==> src/rtl/x_delay_line_pkg.sv <==
// Shared state type and width helper for the delay-line TDC.
package x_delay_line_pkg;

   typedef enum logic [2:0] {
      StIdle,
      StLaunch,
      StSettle,
      StCapture,
      StResult
   } tdc_state_e;

   // Width able to hold a leading-ones count of 0..n_taps.
   function automatic int unsigned code_w(input int unsigned n_taps);
      return $clog2(n_taps + 1);
   endfunction

endpackage

==> src/rtl/x_delay_line_tdc_if.sv <==
// Control and result handshake between the TDC and its readout consumer.
interface x_delay_line_tdc_if
   import x_delay_line_pkg::*;
#(
   parameter int unsigned N_TAPS   = 32,
   parameter int unsigned LOG2_AVG = 2
);
   localparam int unsigned CODE_W = code_w(N_TAPS);

   logic                       start;
   logic                       cont;
   logic                       ready;
   logic                       busy;
   logic                       valid;
   logic [N_TAPS-1:0]          raw;
   logic [CODE_W-1:0]          code;
   logic [CODE_W+LOG2_AVG-1:0] sum;
   logic                       err;

   modport master (
      output start, cont, ready,
      input  busy, valid, raw, code, sum, err
   );

   modport slave (
      input  start, cont, ready,
      output busy, valid, raw, code, sum, err
   );

endinterface

==> src/rtl/x_delay_line_bulk.sv <==
// Bulk delay stage: a kept buffer placed ahead of the tap chain.
module x_delay_line_bulk (
   input  logic in_i,
   output logic out_o
);
   (* keep *) logic buf_w;

   assign buf_w = in_i;
   assign out_o = buf_w;

endmodule

==> src/rtl/x_delay_line_cell.sv <==
// Tap cell: kept buffer in the chain plus a flop sampling the cell input.
module x_delay_line_cell (
   input  logic clk_i,
   input  logic rst_ni,
   input  logic en_i,
   input  logic d_i,
   output logic d_o,
   output logic q_o
);
   (* keep *) logic buf_w;
   (* keep *) logic tap_q;

   assign buf_w = d_i;
   assign d_o   = buf_w;
   assign q_o   = tap_q;

   always_ff @(posedge clk_i or negedge rst_ni) begin
      if (!rst_ni) begin
         tap_q <= 1'b0;
      end else if (en_i) begin
         tap_q <= d_i;
      end
   end

endmodule

==> src/rtl/x_delay_line_therm_enc.sv <==
// Thermometer encoder: leading-ones count from tap 0, plus a bubble flag.
module x_delay_line_therm_enc
   import x_delay_line_pkg::*;
#(
   parameter int unsigned N_TAPS = 32,
   localparam int unsigned CODE_W = code_w(N_TAPS)
) (
   input  logic [N_TAPS-1:0] taps_i,
   output logic [CODE_W-1:0] code_o,
   output logic              bubble_o
);
   logic seen_zero;

   always_comb begin
      code_o    = '0;
      bubble_o  = 1'b0;
      seen_zero = 1'b0;
      for (int unsigned i = 0; i < N_TAPS; i++) begin
         if (!taps_i[i]) begin
            seen_zero = 1'b1;
         end else if (seen_zero) begin
            bubble_o = 1'b1;
         end else begin
            code_o = CODE_W'(i + 1);
         end
      end
   end

endmodule

==> src/rtl/x_delay_line_tdc.sv <==
// Delay-line TDC: launches an edge through bulk and tap cells, encodes the captured
// thermometer and averages 2^LOG2_AVG samples behind a valid/ready handshake.
module x_delay_line_tdc
   import x_delay_line_pkg::*;
#(
   parameter int unsigned N_BULK   = 17,
   parameter int unsigned N_TAPS   = 32,
   parameter int unsigned LOG2_AVG = 2
) (
   input logic               i_clk,
   input logic               i_rst_n,
   x_delay_line_tdc_if.slave tdc_if
);
   localparam int unsigned CODE_W  = code_w(N_TAPS);
   localparam int unsigned AccW    = CODE_W + LOG2_AVG;
   localparam int unsigned CntW    = LOG2_AVG + 1;
   localparam logic [CntW-1:0] CntLast = CntW'((1 << LOG2_AVG) - 1);

   tdc_state_e        state_q, state_d;
   logic              launch_q, launch_d;
   logic [CntW-1:0]   cnt_q, cnt_d;
   logic [AccW-1:0]   acc_q, acc_d;
   logic [N_TAPS-1:0] raw_q, raw_d;
   logic              err_q, err_d;
   logic              cap_en;

   (* keep *) logic [N_BULK:0] bulk_w;
   (* keep *) logic [N_TAPS:0] chain_w;
   logic [N_TAPS-1:0] taps_q;
   logic [N_TAPS-1:0] taps_norm_w;
   logic [CODE_W-1:0] enc_code;
   logic              enc_bubble;
   logic              unused_tail_w;

   assign bulk_w[0] = launch_q;

   for (genvar b = 0; b < N_BULK; b++) begin : gen_bulk
      x_delay_line_bulk u_bulk (
         .in_i  (bulk_w[b]),
         .out_o (bulk_w[b+1])
      );
   end

   assign chain_w[0] = bulk_w[N_BULK];

   for (genvar t = 0; t < N_TAPS; t++) begin : gen_tap
      x_delay_line_cell u_cell (
         .clk_i  (i_clk),
         .rst_ni (i_rst_n),
         .en_i   (cap_en),
         .d_i    (chain_w[t]),
         .d_o    (chain_w[t+1]),
         .q_o    (taps_q[t])
      );
   end

   assign unused_tail_w = chain_w[N_TAPS];

   // Taps hold the launched level once the edge has passed; flip so that reads as 1.
   assign taps_norm_w = taps_q ^ {N_TAPS{~launch_q}};

   x_delay_line_therm_enc #(
      .N_TAPS (N_TAPS)
   ) u_enc (
      .taps_i   (taps_norm_w),
      .code_o   (enc_code),
      .bubble_o (enc_bubble)
   );

   always_comb begin
      state_d  = state_q;
      launch_d = launch_q;
      cnt_d    = cnt_q;
      acc_d    = acc_q;
      raw_d    = raw_q;
      err_d    = err_q;
      cap_en   = 1'b0;
      unique case (state_q)
         StIdle: begin
            if (tdc_if.start) begin
               state_d = StLaunch;
               cnt_d   = '0;
               acc_d   = '0;
               err_d   = 1'b0;
            end
         end
         StLaunch: begin
            launch_d = ~launch_q;
            state_d  = StSettle;
         end
         StSettle: begin
            cap_en  = 1'b1;
            state_d = StCapture;
         end
         StCapture: begin
            raw_d   = taps_norm_w;
            acc_d   = acc_q + AccW'(enc_code);
            err_d   = err_q | enc_bubble;
            cnt_d   = cnt_q + CntW'(1);
            state_d = (cnt_q == CntLast) ? StResult : StLaunch;
         end
         StResult: begin
            if (tdc_if.ready) begin
               if (tdc_if.cont) begin
                  state_d = StLaunch;
                  cnt_d   = '0;
                  acc_d   = '0;
                  err_d   = 1'b0;
               end else begin
                  state_d = StIdle;
               end
            end
         end
         default: state_d = StIdle;
      endcase
   end

   always_ff @(posedge i_clk or negedge i_rst_n) begin
      if (!i_rst_n) begin
         state_q  <= StIdle;
         launch_q <= 1'b0;
         cnt_q    <= '0;
         acc_q    <= '0;
         raw_q    <= '0;
         err_q    <= 1'b0;
      end else begin
         state_q  <= state_d;
         launch_q <= launch_d;
         cnt_q    <= cnt_d;
         acc_q    <= acc_d;
         raw_q    <= raw_d;
         err_q    <= err_d;
      end
   end

   assign tdc_if.busy  = (state_q != StIdle);
   assign tdc_if.valid = (state_q == StResult);
   assign tdc_if.raw   = raw_q;
   assign tdc_if.sum   = acc_q;
   assign tdc_if.code  = CODE_W'(acc_q >> LOG2_AVG);
   assign tdc_if.err   = err_q;

endmodule

==> src/flat_wrapper.sv <==
// flat-port wrapper written by rule: the top's interface ports become plain ports
module x_delay_line_tdc_flat import x_delay_line_pkg::*;
#(
   parameter int unsigned N_BULK   = 17,
   parameter int unsigned N_TAPS   = 32,
   parameter int unsigned LOG2_AVG = 2
)
  (i_clk, i_rst_n, tdc_if_start, tdc_if_cont, tdc_if_ready, tdc_if_busy, tdc_if_valid, tdc_if_raw, tdc_if_code, tdc_if_sum, tdc_if_err);
  x_delay_line_tdc_if #(.N_TAPS(N_TAPS), .LOG2_AVG(LOG2_AVG)) tdc_if_i ();
  input logic i_clk;
  input logic i_rst_n;
  input wire logic [$bits(tdc_if_i.start)-1:0] tdc_if_start;
  input wire logic [$bits(tdc_if_i.cont)-1:0] tdc_if_cont;
  input wire logic [$bits(tdc_if_i.ready)-1:0] tdc_if_ready;
  output wire logic [$bits(tdc_if_i.busy)-1:0] tdc_if_busy;
  output wire logic [$bits(tdc_if_i.valid)-1:0] tdc_if_valid;
  output wire logic [$bits(tdc_if_i.raw)-1:0] tdc_if_raw;
  output wire logic [$bits(tdc_if_i.code)-1:0] tdc_if_code;
  output wire logic [$bits(tdc_if_i.sum)-1:0] tdc_if_sum;
  output wire logic [$bits(tdc_if_i.err)-1:0] tdc_if_err;
  assign tdc_if_i.start = tdc_if_start;
  assign tdc_if_i.cont = tdc_if_cont;
  assign tdc_if_i.ready = tdc_if_ready;
  assign tdc_if_busy = tdc_if_i.busy;
  assign tdc_if_valid = tdc_if_i.valid;
  assign tdc_if_raw = tdc_if_i.raw;
  assign tdc_if_code = tdc_if_i.code;
  assign tdc_if_sum = tdc_if_i.sum;
  assign tdc_if_err = tdc_if_i.err;
  x_delay_line_tdc #(.N_BULK(N_BULK), .N_TAPS(N_TAPS), .LOG2_AVG(LOG2_AVG)) u_core (.i_clk(i_clk), .i_rst_n(i_rst_n), .tdc_if(tdc_if_i));
endmodule
==> config.mk <==
export PLATFORM = sky130hd
export DESIGN_NAME = x_delay_line_tdc_flat
export DESIGN_NICKNAME = d
export VERILOG_FILES = /design/src/rtl/x_delay_line_pkg.sv /design/src/rtl/x_delay_line_tdc_if.sv /design/src/rtl/x_delay_line_bulk.sv /design/src/rtl/x_delay_line_cell.sv /design/src/rtl/x_delay_line_therm_enc.sv /design/src/rtl/x_delay_line_tdc.sv /design/src/flat_wrapper.sv
export SDC_FILE = /design/constraint.sdc
export NUM_CORES = 1
export LEC_CHECK = 0
export CORE_MARGIN = 3
export CORE_UTILIZATION = 40
export CTS_CLUSTER_DIAMETER = 30
export DETAILED_ROUTE_END_ITERATION = 6
export MAX_ROUTING_LAYER = met4
export PLACE_DENSITY_LB_ADDON = 0.15
export SYNTH_ARGS = -nofsm -noshare
export SYNTH_HDL_FRONTEND = slang
export SYNTH_SLANG_ARGS = --single-unit
export TNS_END_PERCENT = 30
==> constraint.sdc <==
create_clock -name i_clk -period 3.2 [get_ports i_clk]
set_clock_uncertainty 0.2 [all_clocks]
set_input_delay 0.64 -clock i_clk [delete_from_list [all_inputs] [get_ports i_clk]]
set_output_delay 0.64 -clock i_clk [all_outputs]
set_load 0.01 [all_outputs]
==> impl_metrics.csv, run 1 <==
group,metric,value,unit
floorplanning,start_util,0.4371,
power,power.density,998.3,nW/um^2
clock_tree,cts_buffers,3,
clock_tree,cts_resized,0,
synth,syn_area,1122,sq um
hold_path,hp-class,"reg2reg",
floorplanning,core_area,2567,sq um
worst_setup_path,start_kind,"flop",
grt,first_global_vias,681,
clock_tree,clock_latency,0.29,ns
worst_setup_path,crit_fanout,33,
grt,grt_pass1_wl,3401,um
floorplanning,die_w,58.97,um
worst_setup_path,slowest_stage,"dfrtp_1",
clock_tree,clk_pin_slew,0.10,ns
layout,seqCellArea,450.4,sq um
detailed_routing,routed_wirelength,2101,um
worst_setup_path,cp_top_family,"flip-flops",
place,io_buffers,53,
worst_setup_path,crit_buf_inv,1,
detailed_routing,vias,701,
grt,grt_max_degree,34,
layout,multi_input_area,337.8,sq um
layout,area_growth,24.75,%
sta,setup_violations,0,
synth,syn_avg_cell_area,9.932,sq um
sta,drv_slew,0,
sta,slew_headroom,0.4375,
layout,antennaDiodeCount,0,
grt,antenna_found_initial,0,
floorplanning,ios,54,
worst_setup_path,critPathKind,"reg2out",
worst_setup_path,path_cells,"clkdlybuf4s50_1",
layout,utilization,0.5453,
status,run_status,"finished clean",
place,dpl.hpwl,1541,um
sta,hold_violations,0,
sta,fmax,366.0,MHz
layout,final_cells,158,
sta,worstMarginPinSlew,0.8437,ns
detailed_routing,wl_per_cell,13.30,um
worst_setup_path,crit_path_end_kind,"output port",
layout,num-nets-final,138,
worst_setup_path,cp_data_arrival_time,1.89,ns
power,ir_drop,0.6688,mV
sta,fin_crit,2.732,ns
grt,overflow,0,
detailed_routing,first_pass_iters,4,
place,dpl.cell_count,154,
layout,layout-drive-gt1-share,0.08594,
floorplanning,die_height,58.97,um
floorplanning,core.rowCount,18,
job,drv_cap,0,
detailed_routing,drtIter0Drc,14,
sta,rsz0062_at_grt,"false",
clock_tree,clock_sinks,18,
sta,setup_tns,0,ns
place,place_congestion,0.7462,
detailed_routing,route.detailed.drc,0,
floorplanning,dieArea,3477,sq um
layout,num-fill-cells,247,
clock_tree,h-tree-depth,1,
clock_tree,clockBufferDepth,2,
clock_tree,ctsHoldBuffers,0,
worst_setup_path,crit_path_max_incr_delay,0.91,ns
sta,min_period_over_period,0.8539,
worst_setup_path,required,2.36,ns
synth,ys_warn_count,0,
clock_tree,cts_tree,"yes",
synth,synthCells,113,
clock_tree,post_cts.repair.setup_buffers,0,
detailed_routing,vias_per_cell,4.437,
clock_tree,root_buffer,"clkbuf_4",
synth,synth_fp_nets,122,
detailed_routing,postRouteAntennaNets,0,
grt,track_usage,0.1314,
power,power.leakage,0.6069,nW
[cell usage in the layout (no fill, tap or decap)]
cell,n
nor2b_1,7
a21boi_2,1
xor2_1,2
o21ai_0,3
a21oi_1,4
inv_1,2
nor2_2,2
dfrtp_1,18
nand3_1,1
nor3b_1,2
nand2b_2,1
nand4b_1,1
clkdlybuf4s50_1,53
ha_1,4
a211oi_2,1
mux2_2,1
nand3b_1,1
and3b_1,1
xnor2_1,3
or3_2,1
nor2_1,3
clkbuf_8,1
clkbuf_4,3
nand2_1,12
[final cells by class]
type | count | area share
clock buffers | 4 | 0.02592
multi-input cells | 51 | 0.2413
repair buffers | 53 | 0.3789
inverters | 2 | 0.005362
well taps | 30 | 0.02681
flip-flops and latches | 18 | 0.3217
[report_power, final]
group	internal, W	leakage [nW]	switching [W]
registers	0.000297	0.233	0.000122
logic	0.000502	0.353	0.000337
clock network	0.0000693	0.0210	0.0000692
total	0.000869	0.607	0.000529
[through the flow]
stage | cell area [sq um] | hold WS, ns | total power, W | worst slack (ns)
after floorplan | 1122 | 0.1444 | 0.001078 | 1.291
after global placement | 1364 | 0.2830 | 0.001249 | 0.8909
after detailed placement | 1364 | 0.2905 | 0.001279 | 0.7854
after CTS | 1400 | 0.3155 | 0.001422 | 0.4511
after global routing | 1400 | 0.3569 | 0.001523 | 0.3105
final | 1400 | 0.3132 | 0.001398 | 0.4676
[path summary, 6_finish.rpt]
kind | start | to | slack [ns] | cells past startpoint
max in group asynchronous | i_rst_n | u_core.state_q[2]$_DFFE_PN0P_ | 1.69 | 1
worst min register to register | u_core.tdc_if.sum[0]$_DFFE_PN0P_ | u_core.tdc_if.sum[0]$_DFFE_PN0P_ | 0.31 | 1
worst max-delay path | u_core.tdc_if.raw[30]$_DFFE_PN0N_ | tdc_if_raw[3] | 0.47 | 1
worst max register to register | u_core.state_q[2]$_DFFE_PN0P_ | u_core.tdc_if.sum[7]$_DFFE_PN0P_ | 1.56 | 3
min in group asynchronous | i_rst_n | u_core.state_q[1]$_DFFE_PN0P_ | 0.60 | 1
worst min-delay path | u_core.tdc_if.sum[0]$_DFFE_PN0P_ | u_core.tdc_if.sum[0]$_DFFE_PN0P_ | 0.31 | 1
[layer usage]
metal / GRT usage / wire length [um]
met5: - / 0
met4: 0.009709 / 0
met3: 0.04793 / 146
met2: 0.2145 / 1080
met1: 0.1632 / 873
[sequential cells by signal, indices dropped and copies added, names as in the netlist]
signal and count:
u_core.cnt_q 3, u_core.gen_tap.u_cell.q_o 1, u_core.launch_q 1, u_core.state_q 3, u_core.tdc_if.err 1, u_core.tdc_if.raw 1, u_core.tdc_if.sum 8
No activity file was read; power rests on OpenSTA's default activity.
==> run 2: changes to the inputs <==
CAP_MARGIN = 10   (was unset)
clock period = 2.69 ns   (was 3.2 ns; I/O delays follow)
==> run 2 against run 1 <==
Power is 20% higher. Core utilization up 0.88 points. Hold slack lost 0.024 ns. Wire length shrank 2.8%. Final area rose by 1.6%. Non-clock buffer count rose by 3. Worst setup slack got worse by 0.27 ns. Critical endpoint is now tdc_if_busy. Largest cell class unchanged.
==> impl_metrics.csv, run 2 <==
group,metric,value,unit
floorplanning,die_height,58.97,um
sta,timing.hold.ws,0.2891,ns
clock_tree,root_buffer,"clkbuf_4",
worst_setup_path,required,1.95,ns
power,power.leakage,0.6220,nW
place,dpl.hpwl,1565,um
detailed_routing,route.detailed.drc,0,
sta,drv_slew,0,
clock_tree,ctsHoldBuffers,0,
layout,multi_input_area,337.8,sq um
synth,synth_fp_nets,122,
layout,seqCellArea,450.4,sq um
place,io_buffers,53,
clock_tree,h-tree-depth,1,
floorplanning,ios,54,
sta,worstMarginPinSlew,0.3287,ns
layout,num-fill-cells,239,
power,power.density,1176,nW/um^2
floorplanning,core_area,2567,sq um
hold_path,hp-class,"reg2reg",
sta,fin_crit,2.491,ns
layout,largest_reg_flops,8,
clock_tree,clock_sinks,18,
sta,slew_headroom,0.7808,
sta,hold_violations,0,
floorplanning,die_w,58.97,um
detailed_routing,routed_wirelength,2043,um
floorplanning,start_util,0.4371,
sta,setup_tns,0,ns
grt,overflow,0,
worst_setup_path,crit_fanout,9,
worst_setup_path,slowest_stage,"or3_2",
clock_tree,cts_resized,0,
place,dpl_cell_area,1386,sq um
detailed_routing,first_pass_iters,2,
clock_tree,clk_pin_slew,0.10,ns
worst_setup_path,crit_path_max_incr_delay,0.49,ns
detailed_routing,drtIter0Drc,6,
worst_setup_path,path_cells,"or3_2, clkdlybuf4s50_1",
worst_setup_path,start_kind,"flop",
synth,syn_area,1122,sq um
synth,ys_warn_count,0,
grt,track_usage,0.1238,
grt,grt_max_degree,33,
place,place_congestion,0.7513,
detailed_routing,vias_per_cell,4.466,
layout,final_area,1423,sq um
layout,final_cell_mix,"clkdlybuf4s50_1, dfrtp_1, nand2_1, nor2b_1",
sta,setup_violations,0,
clock_tree,clockBufferDepth,2,
grt,antenna_found_initial,0,
layout,final_common_cell,"clkdlybuf4s50_1",
layout,area_growth,26.76,%
synth,synthCells,113,
clock_tree,cts_tree,"yes",
clock_tree,cts_buffers,3,
sta,min_period_over_period,0.9259,
detailed_routing,wl_per_cell,12.69,um
worst_setup_path,critPathKind,"reg2out",
clock_tree,clock_latency,0.29,ns
status,run_status,"finished clean",
sta,rsz0062_at_grt,"false",
layout,layout-drive-gt1-share,0.1069,
worst_setup_path,cp_data_arrival_time,1.75,ns
detailed_routing,postRouteAntennaNets,0,
detailed_routing,vias,719,
sta,fmax,401.5,MHz
grt,first_global_vias,635,
job,drv_cap,0,
clock_tree,post_cts.repair.setup_buffers,0,
floorplanning,dieArea,3477,sq um
grt,grt_pass1_wl,3084,um
synth,syn_avg_cell_area,9.932,sq um
floorplanning,core.rowCount,18,
layout,num-nets-final,141,
worst_setup_path,crit_path_end_kind,"output port",
power,ir_drop,0.7890,mV
layout,antennaDiodeCount,0,
==> run 2: final cells by class <==
cell class                 instances  area share
multi-input combinational         51      0.2375
sequential                        18      0.3166
clock buffer                       4     0.02551
inverter                           2    0.005277
timing repair buffer              56      0.3887
tap                               30     0.02639
==> run 2: worst paths after layout <==
| path | start | depth (start not counted) | end | slack (ns) |
|---|---|---|---|---|
| hold reg to reg | u_core.tdc_if.raw[30]$_DFFE_PN0N_ | 2 | u_core.tdc_if.raw[30]$_DFFE_PN0N_ | 0.29 |
| setup / recovery | u_core.state_q[1]$_DFFE_PN0P_ | 2 | tdc_if_busy | 0.20 |
| setup reg to reg | u_core.launch_q$_DFFE_PN0N_ | 6 | u_core.tdc_if.sum[7]$_DFFE_PN0P_ | 1.04 |
| max in group asynchronous | i_rst_n | 2 | u_core.tdc_if.sum[0]$_DFFE_PN0P_ | 1.72 |
| min in group asynchronous | i_rst_n | 2 | u_core.state_q[1]$_DFFE_PN0P_ | 0.36 |
| hold / removal | u_core.tdc_if.raw[30]$_DFFE_PN0N_ | 2 | u_core.tdc_if.raw[30]$_DFFE_PN0N_ | 0.29 |
==> run 2: worst max-delay path, delay by kind of cell (launching register included) <==
kind	cells	cell delay, ns
and+or+nand+nor	1	0.49
buffers and inverters	1	0.49
DFF	1	0.48
==> run 2: per-stage QoR <==
step	power, W	worst slack, ns	utilization	instances
final	0.001672	0.1994	0.5541	161
after CTS	0.001702	0.1814	0.5541	161
after floorplan	0.001282	0.8834	-	113
after global routing	0.001805	0.1307	0.5541	161
after global placement	0.001509	0.5431	0.5400	157
after detailed placement	0.001533	0.5298	0.5400	157
==> run 2: routing by layer <==
| layer | GRT usage | up-vias | part of all wire |
|---|---|---|---|
| met2 | 0.2161 | 27 | 0.50 |
| met3 | 0.04793 | 2 | 0.070 |
| met5 | - | - | 0 |
| li1 | - | 358 | - |
| met1 | 0.1315 | 332 | 0.42 |
| met4 | 0.02913 | 0 | 0.0059 |
==> run 2: report_power, final <==
part / internal (W) / switching (W) / leakage (nW)
combinational: 0.000612 / 0.000454 / 0.368
sequential: 0.000355 / 0.0000891 / 0.233
clock: 0.0000824 / 0.0000803 / 0.0210
total: 0.00105 / 0.000623 / 0.622
